--- src/rtl/portal_mmio_bridge.sv ---
// Register-bus slave that maps single-beat host writes/reads onto the portal
// request-enqueue and indication-dequeue handshakes, with interrupt masking.
module portal_mmio_bridge #(
  parameter int ADDR_W  = 16,
  parameter int TIMEOUT = 255,
  parameter int CNT_W   = 8
) (
  input  logic              CLK,
  input  logic              RST,
  input  logic              wr_valid,
  input  logic [ADDR_W-1:0] wr_addr,
  input  logic [31:0]       wr_data,
  output logic              wr_ready,
  input  logic              rd_valid,
  input  logic [ADDR_W-1:0] rd_addr,
  output logic              rd_ready,
  output logic              rsp_valid,
  output logic [31:0]       rsp_data,
  input  logic              rsp_ready,
  output logic [1:0]        selectRequest,
  output logic [31:0]       requestEnqV,
  output logic              EN_request,
  input  logic              RDY_requestEnq,
  output logic [1:0]        selectIndication,
  output logic              EN_indication,
  input  logic              RDY_indication,
  input  logic              indicationNotEmpty,
  input  logic [31:0]       indicationData,
  input  logic [31:0]       indIntrChannel,
  output logic              intr
);

  typedef enum logic [1:0] {IDLE, WR_WAIT, RD_EVAL, RSP} state_t;

  state_t           state;
  logic [CNT_W-1:0] cnt;
  logic             intr_en;
  logic             err;
  logic             en_req_q;
  logic             rd_ind;
  logic [1:0]       rd_reg;
  logic             pop;
  logic [31:0]      rd_word;
  logic             unused_addr;

  assign unused_addr = ^{wr_addr, rd_addr};

  // Strobes are gated by RST so nothing reaches the portal during the reset cycle.
  assign wr_ready      = !RST && (state == IDLE) && wr_valid;
  assign rd_ready      = !RST && (state == IDLE) && !wr_valid && rd_valid;
  assign EN_request    = !RST && en_req_q;
  assign pop           = (state == RD_EVAL) && rd_ind && (rd_reg == 2'd0)
                         && indicationNotEmpty && RDY_indication;
  assign EN_indication = !RST && pop;

  always_comb begin
    rd_word = '0;
    if (!rd_ind) begin
      rd_word = {31'b0, RDY_requestEnq};
    end else begin
      case (rd_reg)
        2'd0:    rd_word = (indicationNotEmpty && RDY_indication) ? indicationData : '0;
        2'd1:    rd_word = {31'b0, indicationNotEmpty};
        2'd2:    rd_word = {30'b0, err, intr_en};
        default: rd_word = indIntrChannel;
      endcase
    end
  end

  always_ff @(posedge CLK) begin
    if (RST) begin
      state            <= IDLE;
      cnt              <= '0;
      intr_en          <= 1'b0;
      err              <= 1'b0;
      en_req_q         <= 1'b0;
      rd_ind           <= 1'b0;
      rd_reg           <= '0;
      selectRequest    <= '0;
      requestEnqV      <= '0;
      selectIndication <= '0;
      rsp_valid        <= 1'b0;
      rsp_data         <= '0;
      intr             <= 1'b0;
    end else begin
      en_req_q <= 1'b0;
      intr     <= intr_en && (indIntrChannel != '0);
      case (state)
        IDLE: begin
          if (wr_valid) begin
            if (!wr_addr[15]) begin
              selectRequest <= wr_addr[5:4];
              requestEnqV   <= wr_data;
              cnt           <= '0;
              state         <= WR_WAIT;
            end else if (wr_addr[3:2] == 2'd2) begin
              intr_en <= wr_data[0];
              if (wr_data[1]) err <= 1'b0;
            end
          end else if (rd_valid) begin
            rd_ind <= rd_addr[15];
            rd_reg <= rd_addr[3:2];
            if (rd_addr[15]) selectIndication <= rd_addr[5:4];
            state <= RD_EVAL;
          end
        end
        WR_WAIT: begin
          if (RDY_requestEnq) begin
            en_req_q <= 1'b1;
            state    <= IDLE;
          end else begin
            cnt <= cnt + 1'b1;
            // The write is dropped after TIMEOUT cycles of RDY held low.
            if (cnt == CNT_W'(TIMEOUT - 1)) begin
              err   <= 1'b1;
              state <= IDLE;
            end
          end
        end
        RD_EVAL: begin
          rsp_data  <= rd_word;
          rsp_valid <= 1'b1;
          state     <= RSP;
        end
        RSP: begin
          if (rsp_ready) begin
            rsp_valid <= 1'b0;
            state     <= IDLE;
          end
        end
        default: state <= IDLE;
      endcase
    end
  end

endmodule

--- config.mk ---
export PLATFORM = sky130hd
export DESIGN_NAME = portal_mmio_bridge
export DESIGN_NICKNAME = d
export VERILOG_FILES = /design/src/rtl/portal_mmio_bridge.sv
export SDC_FILE = /design/constraint.sdc
export NUM_CORES = 1
export LEC_CHECK = 0
export ABC_CLOCK_PERIOD_IN_PS = 2000
export CAP_MARGIN = 10
export CORE_UTILIZATION = 38
export CTS_BUF_LIST = sky130_fd_sc_hd__clkbuf_8
export DETAILED_ROUTE_END_ITERATION = 16
export GPL_ROUTABILITY_DRIVEN = 0
export PLACE_DENSITY = 0.82
export SKIP_LAST_GASP = 1
export SLEW_MARGIN = 20
export SYNTH_ARGS = -nofsm -noshare
export SYNTH_HDL_FRONTEND = slang
export SYNTH_SLANG_ARGS = --single-unit
--- constraint.sdc ---
create_clock -name CLK -period 2 [get_ports CLK]
set_input_delay 0.5 -clock CLK [delete_from_list [all_inputs] [get_ports CLK]]
set_output_delay 0.5 -clock CLK [all_outputs]
set_load 0.05 [all_outputs]
# ---- Yosys cells after proc, flatten, opt, wreduce, memory -nomap -nowiden
# Cells that the tools add are included.
dict set report op_classes {
  eq_ne 18
  add_sub_neg 1
  mux 24
  bitwise 3
  n_reduce_logical 28
}
# op count
set op_table {}
lappend op_table {{case mux 32 bit (3 select lines)} 1}
lappend op_table {{two-way mux 32 bit} 2}
lappend op_table {{nonzero test 32 bit} 1}
lappend op_table {{two-way mux 8 bit} 3}
lappend op_table {{case mux 8 bit (2 select lines)} 1}
lappend op_table {{AND reduction 4 bit} 4}
lappend op_table {{!= test 2 bit, second input constant} 7}
lappend op_table {{logical AND 1 bit} 12}
lappend op_table {{two-way mux 2 bit} 6}
lappend op_table {{!= test 3 bit, second input constant} 3}
lappend op_table {{adder 8 x 1 -> 8 bit, second input constant} 1}
lappend op_table {{equality test 2 bit, second input constant} 4}
lappend op_table {{equality test 8 bit, second input constant} 1}
lappend op_table {{two-way mux 1 bit} 8}
lappend op_table {{case mux 2 bit (4 select lines)} 1}
lappend op_table {{AND reduction 7 bit} 1}
lappend op_table {{AND reduction 3 bit} 2}
lappend op_table {{equality test 2 x 1 -> 1 bit, second input constant} 2}
lappend op_table {{logical NOT 2 bit} 2}
lappend op_table {{case mux 1 bit (2 select lines)} 2}
lappend op_table {{nonzero test 2 bit} 2}
lappend op_table {{NOT 1 bit} 3}
lappend op_table {{logical NOT 1 bit} 2}
lappend op_table {{!= test 2 x 1 -> 1 bit, second input constant} 1}
lappend op_table {{2 further kinds} 2}
dict set report word_totals {
  out_inout_bits 74
  wordCells 87
  input_bits 136
  regBits 86
}

# ---- Depth between registers and ports, before layout
# Gate-level depths: netlist of run 1.
dict set report logic_depth {
  word_depth 6
  mapped_depth 7
  depth_no_buf 6
}

# ---- Worst setup path before layout of run 1
# Ideal clock, no wire load.
dict set report synth_timing {
  path_type {input port to output port}
  from {input port wr_valid}
  to {output port wr_ready}
  slack_ns -0.114
  arrival_ns 1.614
  required_ns 1.500
  n_path_buf 0
  path_stages 2
  path_cell_list {or3b_2 nor2_1}
}
dict set report synth_between {
  elab_chain_cells 1
}
# element line
set synth_lines {}
lappend synth_lines {{from (decl)} 10} ;# input logic wr_valid,
lappend synth_lines {{logical AND 1 bit} 49} ;# assign wr_ready = !RST && (state == IDLE) && wr_valid;
lappend synth_lines {{to (decl)} 13} ;# output logic wr_ready,
# Every way passes these cells.

# ---- Worst setup path in the final report of run 1
dict set report layout_timing {
  from {register state[0]}
  to {output port EN_indication}
}
dict set report layout_between {
  elab_chain_cells 6
}
# element line
set layout_lines {}
lappend layout_lines {{from (decl)} 35} ;# state_t state;
lappend layout_lines {{from (signal assigned)} 72} ;# state <= IDLE;
lappend layout_lines {{from (signal assigned)} 95} ;# state <= WR_WAIT;
lappend layout_lines {{from (signal assigned)} 104} ;# state <= RD_EVAL;
lappend layout_lines {{equality test 2 bit} 52} ;# assign pop = (state == RD_EVAL) && rd_ind && (rd_reg == 2'd0)
lappend layout_lines {{logical AND 1 bit (2 in series)} 52}
lappend layout_lines {{logical AND 1 bit (2 in series)} 53} ;# && indicationNotEmpty && RDY_indication;
lappend layout_lines {{logical AND 1 bit} 54} ;# assign EN_indication = !RST && pop;
lappend layout_lines {{to (decl)} 25} ;# output logic EN_indication,
# Every way passes these cells.

==> results of run 1 <==
[metrics by stage]
stage / TNS (ps) / util / instances / area [um^2]
global placement: -3130 / 0.630 / 706 / 5520
global route: -35.3 / 0.651 / 723 / 5710
CTS: 0 / 0.650 / 723 / 5690
finish: 0 / 0.651 / 723 / 5710
detailed placement: -5820 / 0.630 / 706 / 5520
floorplan: 0 / - / 416 / 3460
[cell usage after synthesis, drive strengths merged, types with 2 or more instances]
master	count	area, um^2
a21oi	44	220
ha	2	25.0
nand2	108	405
nor3b	2	26.3
o211ai	3	22.5
dfxtp	86	1720
mux2i	3	30.0
nor4	9	62.6
a22oi	31	233
nor2b	2	12.5
and3	2	12.5
clkbuf	13	48.8
nor2	15	58.8
nor3	2	15.0
a211oi	3	22.5
nand4	2	12.5
o21ai	35	175
a31oi	3	18.8
a221oi	2	17.5
inv	7	26.3
buf	16	80.1
xor2	4	35.0
nand2b	3	18.8
or3	2	12.5
nand3	7	35.0
[final timing paths]
| path | start | endpoint | cells after the start |
|---|---|---|---|
| worst min-delay path | requestEnqV[22]$_SDFFE_PP0P_ | requestEnqV[22]$_SDFFE_PP0P_ | 2 |
| worst max-delay path | state[0]$_SDFFE_PP0P_ | EN_indication | 3 |
| worst max register to register | state[0]$_SDFFE_PP0P_ | rsp_data[10]$_SDFFE_PP0N_ | 5 |
| worst min register to register | requestEnqV[22]$_SDFFE_PP0P_ | requestEnqV[22]$_SDFFE_PP0P_ | 2 |
[worst max-delay path, stage by stage (launching register included)]
cell      delay (ps)
dfxtp_1          360
nand2b_2         250
nor4_4           310
buf_12           180
[power breakdown]
group          leakage [nW]  total [mW]  switching, mW  internal (mW)
clock network        0.0922        1.17          0.640          0.529
logic                  1.56       0.810          0.432          0.378
registers             0.698        1.81         0.0400           1.77
[timing repair]
item | 4_1_cts | 5_1_grt
endpoints found under the setup margin | 40 | 7
gates resized for setup | 49 | 6
pin swaps | 4 | 0
cloned | 0 | 0
setup buffers | 1 | 0
hold buffers | 0 | 0
[kinds of logic after synthesis]
logic type               synth area share
AO/OA/AOI/OAI                       0.210
XOR/XNOR                           0.0127
adder cells (fa/ha/maj)           0.00725
buffers and inverters              0.0450
flip-flops                          0.499
multiplexers                       0.0120
AND/OR/NAND/NOR                     0.214
[final cells by class]
class | instances | area [um^2]
repair buffers | 212 | 2010
clock inverters | 5 | 41.3
clock buffers | 11 | 151
inverters | 7 | 26.3
flip-flops and latches | 86 | 1720
multi-input cells | 294 | 1620
well taps | 108 | 135
fillers | 732 | 3060
[routing by layer]
| metal | routed length, um | track usage |
|---|---|---|
| met3 | 1060 | 0.0727 |
| met5 | 0 | 0 |
| met2 | 5300 | 0.392 |
| met4 | 381 | 0.110 |
| met1 | 4600 | 0.272 |
==> results.txt, run 1 <==
run status -> completed
Worst-Skew Late Latency -> 350 ps
Total Power -> 3.79 mW
pre-CTS setup slack -> -321 ps
PortBufs -> 187
critical path capture point type -> output pin
critical-path maximum fanout -> 5
total CTS buffers -> 9
Worst-Margin Slew -> 539 ps
Slew Limit Fails -> 0
Regs by FF count -> requestEnqV: 32 flops, rsp_data: 32 flops, cnt: 8 flops
# DRC -> 0
initial DRC count -> 121
Die Span Y -> 97.3 um
final hold vios -> 0
register area share after synthesis -> 0.499
most common cell after layout, fill and taps aside -> clkdlybuf4s50_1
cell row count -> 34
via count -> 3790
Via-to-Cell Ratio -> 5.24
top_reg_cell synth -> dfxtp_1
Total Wirelength -> 11300 um
n_diodes -> 0
CP Data Required Time -> 1500 ps
H-tree depth -> 3
Final setup violation count -> 0
EDFF count, synth -> 0
Clock Sinks -> 86
vias in the first global route -> 3742
#FFs+latches synth -> 86
min setup slack post-route -> 49.0 ps
Worst setup SP type -> register
power per cell area -> 664 mW/mm^2
initial antenna violation count -> 0
layout cell share with drive strength beyond 1 -> 0.146
Worst R2R Setup Slack -> 400 ps
I/O pin count -> 210
Synth Net Count -> 554
WP data arrival -> 1450 ps
post-synthesis cell type count -> 42
Core Box Area -> 0.00876 mm^2
Hold Crit Class -> reg -> reg
Slew HR -> 0.642
Fin Clk Skew -> 12.1 ps
1st-pass router iterations -> 4
Clk Tree Root Cell -> clkbuf_8
Syn Area/Cell -> 8.30 um^2
final hold slack -> 456 ps
commonest non-fill, non-tap cells in the layout -> 108 x clkdlybuf4s50_1, 107 x nand2_1, 85 x dfxtp_1, 51 x buf_4, 44 x a21oi_1
ys async rst share -> 0
Initial Util -> 0.394
DIE AREA -> 0.00947 mm^2
yosys synthesis warning count -> 0
Gate Count Post-Synth -> 416
Post-Syn Area -> 0.00345 mm^2
post-route minimum period -> 1950 ps
die width -> 97.3 um
leakage -> 2.35 nW
first-pass GRT wire length -> 17800 um
Reg clk slew, reported paths -> 90 ps
Max Fclk -> 513 MHz
TritonCTS clock tree -> built
largest net degree at the start of global routing -> 35
net count reported at finish -> 748
Area growth syn-to-layout -> 65.4%
unrepaired setup endpoints after global routing -> yes
Final Cycle Share -> 0.976
Bufs on Longest Clock Path -> 2
placed wire-length estimate -> 8450 um
Routed WL per cell -> 15.7 um
GRT Total Usage -> 0.234
Routed Antenna Nets -> 0
WS Path Type -> reg -> out
Max-Cap Viols -> 0
total gr overflow -> 0
Worst VDD drop -> 0.000450 V
(Power assumes the default switching activity.)
==> run 2: changes to the inputs <==
--- a/config.mk
+++ b/config.mk
@@ -11,6 +11,7 @@
 export CTS_BUF_LIST = sky130_fd_sc_hd__clkbuf_8
 export DETAILED_ROUTE_END_ITERATION = 16
 export GPL_ROUTABILITY_DRIVEN = 0
+export MAX_ROUTING_LAYER = met4
 export PLACE_DENSITY = 0.82
 export SKIP_LAST_GASP = 1
 export SLEW_MARGIN = 20
==> results.txt, run 2 (synthesis results as in run 1) <==
Clock Sinks -> 86
via count -> 3816
Reg clk slew, reported paths -> 90 ps
Hold Crit Class -> reg -> reg
total gr overflow -> 0
TritonCTS clock tree -> built
critical path capture point type -> output pin
power per cell area -> 664 mW/mm^2
cell row count -> 34
pre-CTS setup slack -> -321 ps
I/O pin count -> 210
final hold vios -> 0
Area growth syn-to-layout -> 65.6%
Initial Util -> 0.394
Non-Filler Instances -> 724
Core Box Area -> 0.00876 mm^2
largest net degree at the start of global routing -> 35
first-pass GRT wire length -> 17900 um
Worst R2R Setup Slack -> 410 ps
most common cell after layout, fill and taps aside -> clkdlybuf4s50_1
NetSw -> 1.11 mW
cts hold-fix bufs -> 0
WS Path Type -> reg -> out
Die Span Y -> 97.3 um
layout cell share with drive strength beyond 1 -> 0.148
Worst R2R Start -> state[0]$_SDFFE_PP0P_
Total Wirelength -> 11400 um
Reg power frac -> 0.478
Max Fclk -> 514 MHz
WP data arrival -> 1440 ps
DIE AREA -> 0.00947 mm^2
Fin Clk Skew -> 11.6 ps
Hold EP -> requestEnqV[22]$_SDFFE_PP0P_
vias in the first global route -> 3737
H-tree depth -> 3
initial DRC count -> 136
Slew Limit Fails -> 0
worst hold path depth -> 2
Bufs on Longest Clock Path -> 2
Sum Neg Setup Slack -> 0 ps
clock network fraction of total power -> 0.308
Worst-Skew Late Latency -> 350 ps
Final Cycle Share -> 0.972
Worst setup SP type -> register
Final setup violation count -> 0
die width -> 97.3 um
n_diodes -> 0
GRT Total Usage -> 0.242
unrepaired setup endpoints after global routing -> yes
CP Data Required Time -> 1500 ps
run status -> completed
PortBufs -> 187
worst r2r path cells -> 5
Worst VDD drop -> 0.000450 V
Slew HR -> 0.643
Routed WL per cell -> 15.7 um
placed wire-length estimate -> 8450 um
total CTS buffers -> 9
Routed Antenna Nets -> 0
initial antenna violation count -> 0
commonest non-fill, non-tap cells in the layout -> 108 x clkdlybuf4s50_1, 107 x nand2_1, 85 x dfxtp_1, 52 x buf_4, 44 x a21oi_1
Total Power -> 3.79 mW
net count reported at finish -> 749
leakage -> 2.36 nW
Regs by FF count -> requestEnqV: 32 flops, rsp_data: 32 flops, cnt: 8 flops
post-route minimum period -> 1940 ps
1st-pass router iterations -> 4
HP Start -> requestEnqV[22]$_SDFFE_PP0P_
Clk Tree Root Cell -> clkbuf_8
Cells after DPL -> 706
cell internal pwr -> 2.68 mW
Max-Cap Viols -> 0
combinational fraction of design power -> 0.215
switching share of power -> 0.293
worst r2r dst -> rsp_data[10]$_SDFFE_PP0N_
Worst-Margin Slew -> 537 ps
min setup slack post-route -> 55.2 ps
# DRC -> 0
Via-to-Cell Ratio -> 5.27
critical-path maximum fanout -> 5
run 2: cell count changes in the layout (fill, tap and decap cells not counted), sizes merged:
cell and change:
buf +1
run 2: worst max-delay path by stage:
stage | start | endpoint | slack, ps | depth (start not counted)
2_1_floorplan | wr_valid | wr_ready | 110 | 2
3_3_place_gp | wr_valid | wr_ready | -330 | 4
3_5_place_dp | wr_valid | wr_ready | -320 | 4
4_1_cts | rsp_data[20]$_SDFFE_PP0N_ | rsp_data[20] | 5 | 1
5_1_grt | rd_reg[0]$_SDFFE_PP0P_ | EN_indication | -40 | 3
6_report | state[0]$_SDFFE_PP0P_ | EN_indication | 60 | 3
run 2: area by class of cell:
cell class | instances | area (um^2)
clock buffer | 11 | 151
clock inverter | 5 | 41.3
fill | 731 | 3050
inverter | 7 | 26.3
multi-input combinational | 294 | 1620
sequential | 86 | 1720
tap | 108 | 135
timing repair buffer | 213 | 2020
run 2: power by group through the flow:
stage          Sequential [mW]  Clock [mW]  Combinational (mW)
5_1_grt                   1.82        1.26               0.866
6_report                  1.81        1.17               0.815
3_3_place_gp              1.85           0               0.807
4_1_cts                   1.81        1.20               0.809
3_5_place_dp              1.85           0               0.814
2_1_floorplan             2.00           0               0.225
run 2: routing by layer:
layer / share of wire / vias up / global-route usage
li1: - / 1839 / -
met1: 0.42 / 1782 / 0.288
met2: 0.47 / 171 / 0.398
met3: 0.075 / 24 / 0.0489
met4: 0.029 / 0 / 0.103
met5: 0 / - / -
run 2: worst max-delay path, stage by stage, from the launching register on:
cell and delay [ps]:
dfxtp_1 360, nand2b_2 240, nor4_4 310, buf_12 180
run 2: what timing repair did:
action                     4_1_cts  5_1_grt
buffers inserted                 1        1
setup endpoints to repair       40        8
pin swaps                        4        0
gates cloned                     0        0
gates resized for setup         49        6
run 2: stage by stage:
stage / instance area (um^2) / hold slack, ps / utilization
global placement: 5520 / 441 / 0.630
finish: 5720 / 456 / 0.652
global route: 5720 / 482 / 0.652
CTS: 5690 / 457 / 0.650
floorplan: 3460 / 454 / -
detailed placement: 5520 / 446 / 0.630
==> run 3: changes to the inputs <==
--- a/config.mk
+++ b/config.mk
@@ -14,7 +14,7 @@
 export MAX_ROUTING_LAYER = met4
 export PLACE_DENSITY = 0.82
 export SKIP_LAST_GASP = 1
-export SLEW_MARGIN = 20
+export SLEW_MARGIN = 10
 export SYNTH_ARGS = -nofsm -noshare
 export SYNTH_HDL_FRONTEND = slang
 export SYNTH_SLANG_ARGS = --single-unit
==> results of run 3 <==
Same layout as run 2: the final DEF is identical, and so are final timing and power.
